==> src/rtl/ldl_fifo_pkg.sv <==
// Shared types and pointer helpers for the LDL synchronous FIFO.
// Used by both the read-side and write-side controllers.
package ldl_fifo_pkg;

    // Widest pointer the helpers accept; callers zero-extend and truncate.
    localparam int PTR_MAX = 32;

    typedef enum logic {
        SHOW_IDLE  = 1'b0,
        SHOW_VALID = 1'b1
    } show_state_e;

    // Pointer distance a-b; the low AW+1 bits give the modulo result.
    function automatic logic [PTR_MAX-1:0] ptr_dist(
        input logic [PTR_MAX-1:0] a,
        input logic [PTR_MAX-1:0] b
    );
        return a - b;
    endfunction

    // RAM is empty when both pointers, extra wrap bit included, agree.
    function automatic logic ptr_empty(
        input logic [PTR_MAX-1:0] a,
        input logic [PTR_MAX-1:0] b
    );
        return a == b;
    endfunction

endpackage

==> src/rtl/ldl_fifo_ahead_stage.sv <==
// Show-ahead prefetch stage: keeps the head word on md and issues mr.
// Ports: clk, rst, re (pop), ram_ne (RAM holds words) -> mr, empty, dv, valid.
module ldl_fifo_ahead_stage
    import ldl_fifo_pkg::*;
(
    input  logic clk,
    input  logic rst,
    input  logic re,
    input  logic ram_ne,
    output logic mr,
    output logic empty,
    output logic dv,
    output logic valid
);

    show_state_e state;
    show_state_e state_nxt;

    always_ff @(posedge clk) begin
        if (rst) begin
            state <= SHOW_IDLE;
        end else begin
            state <= state_nxt;
        end
    end

    always_comb begin
        state_nxt = state;
        mr        = 1'b0;
        if (!rst) begin
            unique case (state)
                SHOW_IDLE: begin
                    if (ram_ne) begin
                        mr        = 1'b1;
                        state_nxt = SHOW_VALID;
                    end
                end
                SHOW_VALID: begin
                    // A pop either refills the head or drops to idle.
                    if (re) begin
                        if (ram_ne) begin
                            mr = 1'b1;
                        end else begin
                            state_nxt = SHOW_IDLE;
                        end
                    end
                end
                default: state_nxt = SHOW_IDLE;
            endcase
        end
    end

    assign valid = (state == SHOW_VALID);
    assign empty = rst | ~valid;
    assign dv    = ~empty;

endmodule

==> src/rtl/ldl_fifo_rs_v1.sv <==
// LDL FIFO read-side controller: read pointer, RAM read port, empty/level.
// Ports: clk, rst, re; RAM ra/mr/md; w_pt in, r_pt out; dout, dv, rcnt, uflow.
// AHEAD=1 selects show-ahead via ldl_fifo_ahead_stage; AHEAD=0 standard read.
// Define LDL_FIFO_RS_UFLOW_EN for a sticky underflow flag; else uflow is 0.
module ldl_fifo_rs_v1
    import ldl_fifo_pkg::*;
#(
    parameter int AW    = 8,
    parameter int DW    = 8,
    parameter int AHEAD = 1
) (
    input  logic          clk,
    input  logic          rst,
    input  logic          re,
    output logic          empty,
    output logic [AW-1:0] ra,
    output logic          mr,
    input  logic [DW-1:0] md,
    input  logic [AW:0]   w_pt,
    output logic [AW:0]   r_pt,
    output logic [DW-1:0] dout,
    output logic          dv,
    output logic [AW:0]   rcnt,
    output logic          uflow
);

    logic [AW:0] r_pt_q;
    logic [AW:0] ram_cnt;
    logic        ram_ne;

    assign ram_ne  = ~ptr_empty(PTR_MAX'(w_pt), PTR_MAX'(r_pt_q));
    assign ram_cnt = (AW+1)'(ptr_dist(PTR_MAX'(w_pt), PTR_MAX'(r_pt_q)));

    always_ff @(posedge clk) begin
        if (rst) begin
            r_pt_q <= '0;
        end else if (mr) begin
            r_pt_q <= r_pt_q + (AW+1)'(1);
        end
    end

    assign r_pt = r_pt_q;
    assign ra   = r_pt_q[AW-1:0];
    assign dout = md;

    if (AHEAD != 0) begin : g_ahead
        logic valid;

        ldl_fifo_ahead_stage u_stage (
            .clk    (clk),
            .rst    (rst),
            .re     (re),
            .ram_ne (ram_ne),
            .mr     (mr),
            .empty  (empty),
            .dv     (dv),
            .valid  (valid)
        );

        // The prefetched word still counts as held.
        assign rcnt = rst ? w_pt : ram_cnt + (AW+1)'(valid);
    end else begin : g_std
        logic fr;
        logic dv_q;

        assign empty = rst | ~ram_ne;
        assign fr    = re & ~empty;
        assign mr    = fr;

        always_ff @(posedge clk) begin
            if (rst) begin
                dv_q <= 1'b0;
            end else begin
                dv_q <= fr;
            end
        end

        assign dv   = dv_q;
        assign rcnt = rst ? w_pt : ram_cnt;
    end

`ifdef LDL_FIFO_RS_UFLOW_EN
    logic uflow_q;

    always_ff @(posedge clk) begin
        if (rst) begin
            uflow_q <= 1'b0;
        end else if (re & empty) begin
            uflow_q <= 1'b1;
        end
    end

    assign uflow = uflow_q;
`else
    assign uflow = 1'b0;
`endif

endmodule

==> config.mk <==
export PLATFORM = sky130hd
export DESIGN_NAME = ldl_fifo_rs_v1
export DESIGN_NICKNAME = d
export VERILOG_FILES = /design/src/rtl/ldl_fifo_pkg.sv /design/src/rtl/ldl_fifo_ahead_stage.sv /design/src/rtl/ldl_fifo_rs_v1.sv
export SDC_FILE = /design/constraint.sdc
export NUM_CORES = 1
export LEC_CHECK = 0
export BUFFER_PORTS_ARGS = -buffer_cell sky130_fd_sc_hd__buf_2
export CORE_AREA = 2 2 79 81
export CTS_CLUSTER_DIAMETER = 80
export CTS_CLUSTER_SIZE = 8
export DETAILED_ROUTE_END_ITERATION = 8
export DIE_AREA = 0 0 81 83
export PLACE_DENSITY = 0.46
export SYNTH_ARGS = -nofsm -noshare
export SYNTH_HDL_FRONTEND = slang
export SYNTH_SLANG_ARGS = --single-unit
==> constraint.sdc <==
create_clock -name clk -period 2.4 [get_ports clk]
set_input_delay 0.36 -clock clk [delete_from_list [all_inputs] [get_ports clk]]
set_output_delay 0.36 -clock clk [all_outputs]
set_load 0.01 [all_outputs]
==> impl_metrics.py, run 1 <==
metrics = {
    "logic_synthesis": {
        "synth_async_sr_flop_share_pct": 0,
        "seq_area_frac_synth_pct": 15.3,
        "post-synth-top-area-cell": "ha_1",
        "synth.net_count": 207,
        "synth_edf_count": 0,
        "syn_area_mm2": 0.00131,
        "yosys.cell_types.count": 40,
        "syn_inst": 169,
        "yosys_register_bits": 10,
        "yosysTopAreaCellShare_pct": 16.2,
        "yosys_warnings": 0,
        "synth_area_leaders": "ha_1 (16%), dfxtp_1 (15%), buf_4 (9.7%), inv_1 (5.4%), xnor2_1 (4.7%)",
        "syn_avg_cell_area_um2": 7.75,
        "synthFlopType": "dfxtp_1",
    },
    "power_and_ir_drop": {
        "power_density_mw_per_mm2": 409,
        "power_mw": 0.808,
        "vdd_drop_max_v": 0.000158,
        "p_leak_nw": 0.896,
    },
    "critical_path": {
        "worstPathArrival_ns": 2.31,
        "end_kind": "output pin",
        "cp_slowest_stage_delay_ns": 0.33,
        "path_cells": "inv_2, ha_4, inv_2, ha_4, inv_2, fa_2, nor2b_4, o31ai_4, a211oi_2, or3_1, o211ai_1, buf_2",
        "cp.required_ns": 2.04,
        "critPathSlowestCell": "dfxtp_2",
        "path_max_fanout": 3,
        "crit_top_cell": "inv_2",
        "crit_type": "flop to output pin",
        "cp-start-kind": "flop",
    },
    "route": {
        "ant_nets": 0,
        "routed_via_density": 4.21,
        "post-route-drc-count": 0,
        "drt_first_pass_iters": 4,
        "routedWlPerCell_um": 11.7,
        "routed_wl_mm": 3.47,
        "vias": 1254,
        "drtIter0Drc": 36,
    },
    "grt": {
        "antenna_found_initial": 0,
        "first_global_vias": 1243,
        "grt_usage_pct": 10.9,
        "grt_pass1_wl_mm": 5.86,
        "grt-ovfl-total": 0,
        "grt_max_degree": 25,
    },
    "cells_and_area": {
        "area_delta_synth_final_pct": 50.9,
        "drive_gt1_share_pct": 55.6,
        "fin_util_pct": 34.0,
        "finalNonFillerCells": 298,
        "fin_nets": 263,
        "diodes": 0,
    },
    "timing": {
        "timing.setup.tns_ns": -0.562,
        "whs_ns": 0.566,
        "finalSetupViolCount": 3,
        "fin_crit_ns": 2.67,
        "drv_slew": 0,
        "hold_violations": 0,
        "max_freq_ghz": 0.374,
        "finalClockSkew_ns": 0.00354,
        "rsz0062_at_grt": "yes",
        "worst_slack_ns": -0.274,
        "finalCritPeriodShare_pct": 111,
    },
    "floorplan": {
        "die-area_mm2": 0.00672,
        "initial_utilization_pct": 22.5,
        "rows": 28,
        "die_h_um": 83,
        "core_area_mm2": 0.00582,
        "io_pins": 58,
        "die_w_um": 81,
    },
    "placed_design": {
        "dp_cells": 291,
        "place.port_buffers": 40,
        "post-dp-hpwl_mm": 2.71,
        "gp_congestion": 0.759,
    },
    "clock_tree": {
        "clk_pin_slew_ns": 0.05,
        "root_buffer": "clkbuf_8",
        "cts_buffers": 3,
        "htreeDepth": 1,
        "clk_latency_ns": 0.24,
        "cts_max_path_buffers": 2,
        "cts_hold_buf": 0,
        "cts_sinks": 10,
        "cts_tree": "yes",
    },
    "run_status": {
        "status": "finished, violations left",
        "violations": "negative setup slack",
    },
    "worst_hold_path": {
        "hold_path.class": "input port to flop",
    },
    "job": {
        "drv_cap": 0,
    },
}
Yosys cell counts, types with 2 or more instances:
cell type,number
and3_1,3
o21a_1,2
o21ai_0,12
ha_1,17
buf_6,2
xnor2_1,7
nand3_1,4
buf_4,17
nand4_1,3
xor2_1,6
nand2_1,13
or3_1,3
nor2_1,12
inv_1,19
nor3_1,3
nand2b_1,2
a21oi_1,6
mux2i_1,4
clkbuf_1,2
o211ai_1,3
dfxtp_1,10
sequential cells by signal, summed over array words and instances (netlist names):
name,cells
g_ahead.u_stage.valid,1
r_pt,9
final timing paths:
path / cells after the start / to / start / slack (ns)
worst max-delay path: 12 / rcnt[8] / g_ahead.u_stage.valid / -0.27
worst min-delay path: 2 / g_ahead.u_stage.valid / rst / 0.57
worst max register to register: 9 / r_pt[8] / r_pt[6] / 0.39
worst min register to register: 2 / r_pt[4] / r_pt[4] / 0.57
critical path, delay by kind of cell, from the launching register on:
kind                     cells  cell delay (ns)
AO/OA/AOI/OAI                3             0.48
adder cells (fa/ha/maj)      3             0.62
buffers and inverters        4             0.28
flip-flops                   1             0.33
AND/OR/NAND/NOR              2             0.37
area by class of cell:
cell class              count  area [µm²]
multi-input cells         119        1110
inverters                  19        71.3
repair buffers             72         452
fillers                   642        3840
well taps                  75        93.8
clock buffers               3        41.3
flip-flops and latches     10         209
metrics by stage:
step / setup slack (ns) / cell area, µm²
after floorplan: -0.0230 / 1320
after global placement: -0.274 / 1670
after global routing: -0.380 / 1980
after CTS: -0.334 / 1920
after detailed placement: -0.276 / 1670
final: -0.274 / 1980
routing by layer:
layer  part of all wire (%)  vias up  GRT usage [%]
li1                       -      663              -
met1                     49      556           14.9
met2                     45       33           17.2
met3                    5.2        2           2.50
met4                   0.78        0           2.31
met5                      0        -              0
power breakdown:
part           internal (mW)  switching, mW  total (mW)
Sequential             0.174        0.00432       0.179
Clock                  0.110         0.0652       0.175
Combinational          0.231          0.223       0.455
repair_timing:
item | CTS | global route
endpoints found under the setup margin | 7 | 7
resized for setup | 35 | 13
cloned | 0 | 0
pin swaps | 18 | 17
buffers inserted | 2 | 3
cells in the final DEF, fill, tap and decap left out, drive strengths merged, types with 5 or more instances in the layout:
master,synthesis,routed
o21ai,12,12
nor2,13,13
dfxtp,10,10
buf,19,72
xnor2,7,7
nand4,5,5
nand2,14,14
a21oi,6,6
ha,17,17
xor2,6,6
inv,19,19
logic make-up after synthesis:
logic type                 synth area share (%)
xor gates and xnor gates                   8.69
muxes                                      3.92
DFF                                        15.3
AOI/OAI and AO/OA                          13.0
adders and majority gates                  17.8
and+or+nand+nor                            23.6
other                                     0.286
buffers and inverters                      17.5
No activity file was read; power rests on OpenSTA's default activity.
==> run 2: changes to the inputs <==
--- a/config.mk
+++ b/config.mk
@@ -5,7 +5,7 @@
 export SDC_FILE = /design/constraint.sdc
 export NUM_CORES = 1
 export LEC_CHECK = 0
-export BUFFER_PORTS_ARGS = -buffer_cell sky130_fd_sc_hd__buf_2
+export BUFFER_PORTS_ARGS = -buffer_cell sky130_fd_sc_hd__buf_4
 export CORE_AREA = 2 2 79 81
 export CTS_CLUSTER_DIAMETER = 80
 export CTS_CLUSTER_SIZE = 8
==> impl_metrics.py, run 2 (same netlist as run 1, synthesis figures left out) <==
metrics = {
    "clock_tree": {
        "cts_sinks": 10,
        "root_buffer": "clkbuf_8",
        "clk_pin_slew_ns": 0.05,
        "cts_buffers": 3,
        "htreeDepth": 1,
        "cts_tree": "yes",
        "cts_max_path_buffers": 2,
        "clk_latency_ns": 0.24,
    },
    "grt": {
        "grt_max_degree": 33,
        "grt-ovfl-total": 0,
        "first_global_vias": 1247,
        "grt_usage_pct": 10.3,
        "grt_pass1_wl_mm": 5.62,
        "antenna_found_initial": 0,
    },
    "route": {
        "vias": 1280,
        "ant_nets": 0,
        "drt_first_pass_iters": 4,
        "routed_via_density": 4.31,
        "routedWlPerCell_um": 11.8,
        "drtIter0Drc": 36,
        "routed_wl_mm": 3.50,
        "post-route-drc-count": 0,
    },
    "timing": {
        "finalClockSkew_ns": 0.00377,
        "finalSetupViolCount": 4,
        "drv_slew": 0,
        "finalCritPeriodShare_pct": 111,
        "hold_violations": 0,
        "max_freq_ghz": 0.376,
        "rsz0062_at_grt": "yes",
        "worst_slack_ns": -0.261,
        "fin_crit_ns": 2.66,
    },
    "placed_design": {
        "place.port_buffers": 40,
        "gp_congestion": 0.788,
        "pre_cts_ws_ns": -0.276,
        "post-dp-hpwl_mm": 2.66,
    },
    "floorplan": {
        "die-area_mm2": 0.00672,
        "core_area_mm2": 0.00582,
        "io_pins": 58,
        "initial_utilization_pct": 22.5,
        "die_h_um": 83,
        "rows": 28,
        "die_w_um": 81,
    },
    "critical_path": {
        "end_kind": "output pin",
        "crit_type": "flop to output pin",
        "cp-start-kind": "flop",
        "cp.required_ns": 2.04,
        "worstPathArrival_ns": 2.30,
        "path_max_fanout": 3,
    },
    "cells_and_area": {
        "fill_cells": 647,
        "drive_gt1_share_pct": 53.6,
        "layout_commonest_cell": "buf_4",
        "largest_reg_flops": 9,
        "area_delta_synth_final_pct": 57.1,
        "fin_nets": 262,
        "mostFrequentLayoutCells": "buf_4 (69), nand2_1 (13), ha_4 (13)",
        "diodes": 0,
    },
    "worst_hold_path": {
        "hold_path.class": "input port to flop",
    },
    "power_and_ir_drop": {
        "vdd_drop_max_v": 0.000185,
        "power_mw": 0.835,
        "p_leak_nw": 0.901,
        "power_density_mw_per_mm2": 406,
    },
    "job": {
        "drv_cap": 0,
    },
    "run_status": {
        "status": "finished, violations left",
        "violations": "negative setup slack",
    },
}
-- run 2: changes by cell type in the layout (fill, tap and decap cells not counted), sizes merged --
| cell | previous run | this run |
|---|---|---|
| buf | 72 | 71 |
-- run 2: timing repair --
action	in CTS	in global routing
hold buffers	0	0
buffers inserted	3	1
pin swaps	18	9
gates resized for setup	34	9
hold endpoints to repair	0	0
endpoints found under the setup margin	7	8
-- run 2: worst paths after layout --
| kind | from | to | slack (ns) | depth (start not counted) |
|---|---|---|---|---|
| max reg2reg | r_pt[6] | r_pt[8] | 0.36 | 9 |
| min reg2reg | r_pt[6] | r_pt[6] | 0.59 | 2 |
| min | rst | r_pt[5] | 0.51 | 2 |
| max | g_ahead.u_stage.valid | rcnt[8] | -0.26 | 12 |
-- run 2: metrics by stage --
stage	TNS (ns)	hold WS (ns)	utilization [%]	instances	area [µm²]
CTS	-0.684	0.504	34.6	296	2010
floorplan	-0.0230	0.510	-	169	1320
global placement	-0.932	0.519	30.2	290	1760
detailed placement	-1.03	0.531	30.2	290	1760
global route	-1.16	0.527	35.4	297	2060
finish	-0.545	0.505	35.4	297	2060
-- run 2: layout make-up --
cell class              count  area (µm²)  share of cell area [%]
multi-input cells         119        1100                    53.7
well taps                  75        93.8                    4.56
repair buffers             71         541                    26.3
clock buffers               3        41.3                    2.01
flip-flops and latches     10         206                    10.0
inverters                  19        71.3                    3.47
-- run 2: per-layer routing --
layer	share of wire [%]	track usage [%]	vias to the layer above	wire [µm]
met2	49	17.4	37	1700
met4	0.40	1.39	0	14
met1	45	13.4	577	1590
met3	5.6	2.50	2	197
met5	0	0	-	0
li1	-	-	664	-
-- run 2: critical path: stages, from the launching register on --
cell      delay, ns
dfxtp_2        0.32
inv_2          0.04
ha_4           0.25
inv_2          0.03
ha_4           0.14
inv_2          0.05
fa_2           0.23
nor2b_4        0.06
o31ai_4        0.27
a211oi_2       0.13
or3_1          0.31
o211ai_1       0.09
buf_4          0.14
-- run 2: report_power, final --
| part | switching (mW) | internal, mW | leakage (nW) | total (mW) |
|---|---|---|---|---|
| registers | 0.00445 | 0.174 | 0.0830 | 0.179 |
| clock network | 0.0659 | 0.110 | 0.0216 | 0.176 |
| logic | 0.224 | 0.256 | 0.796 | 0.480 |
| total | 0.294 | 0.541 | 0.901 | 0.835 |
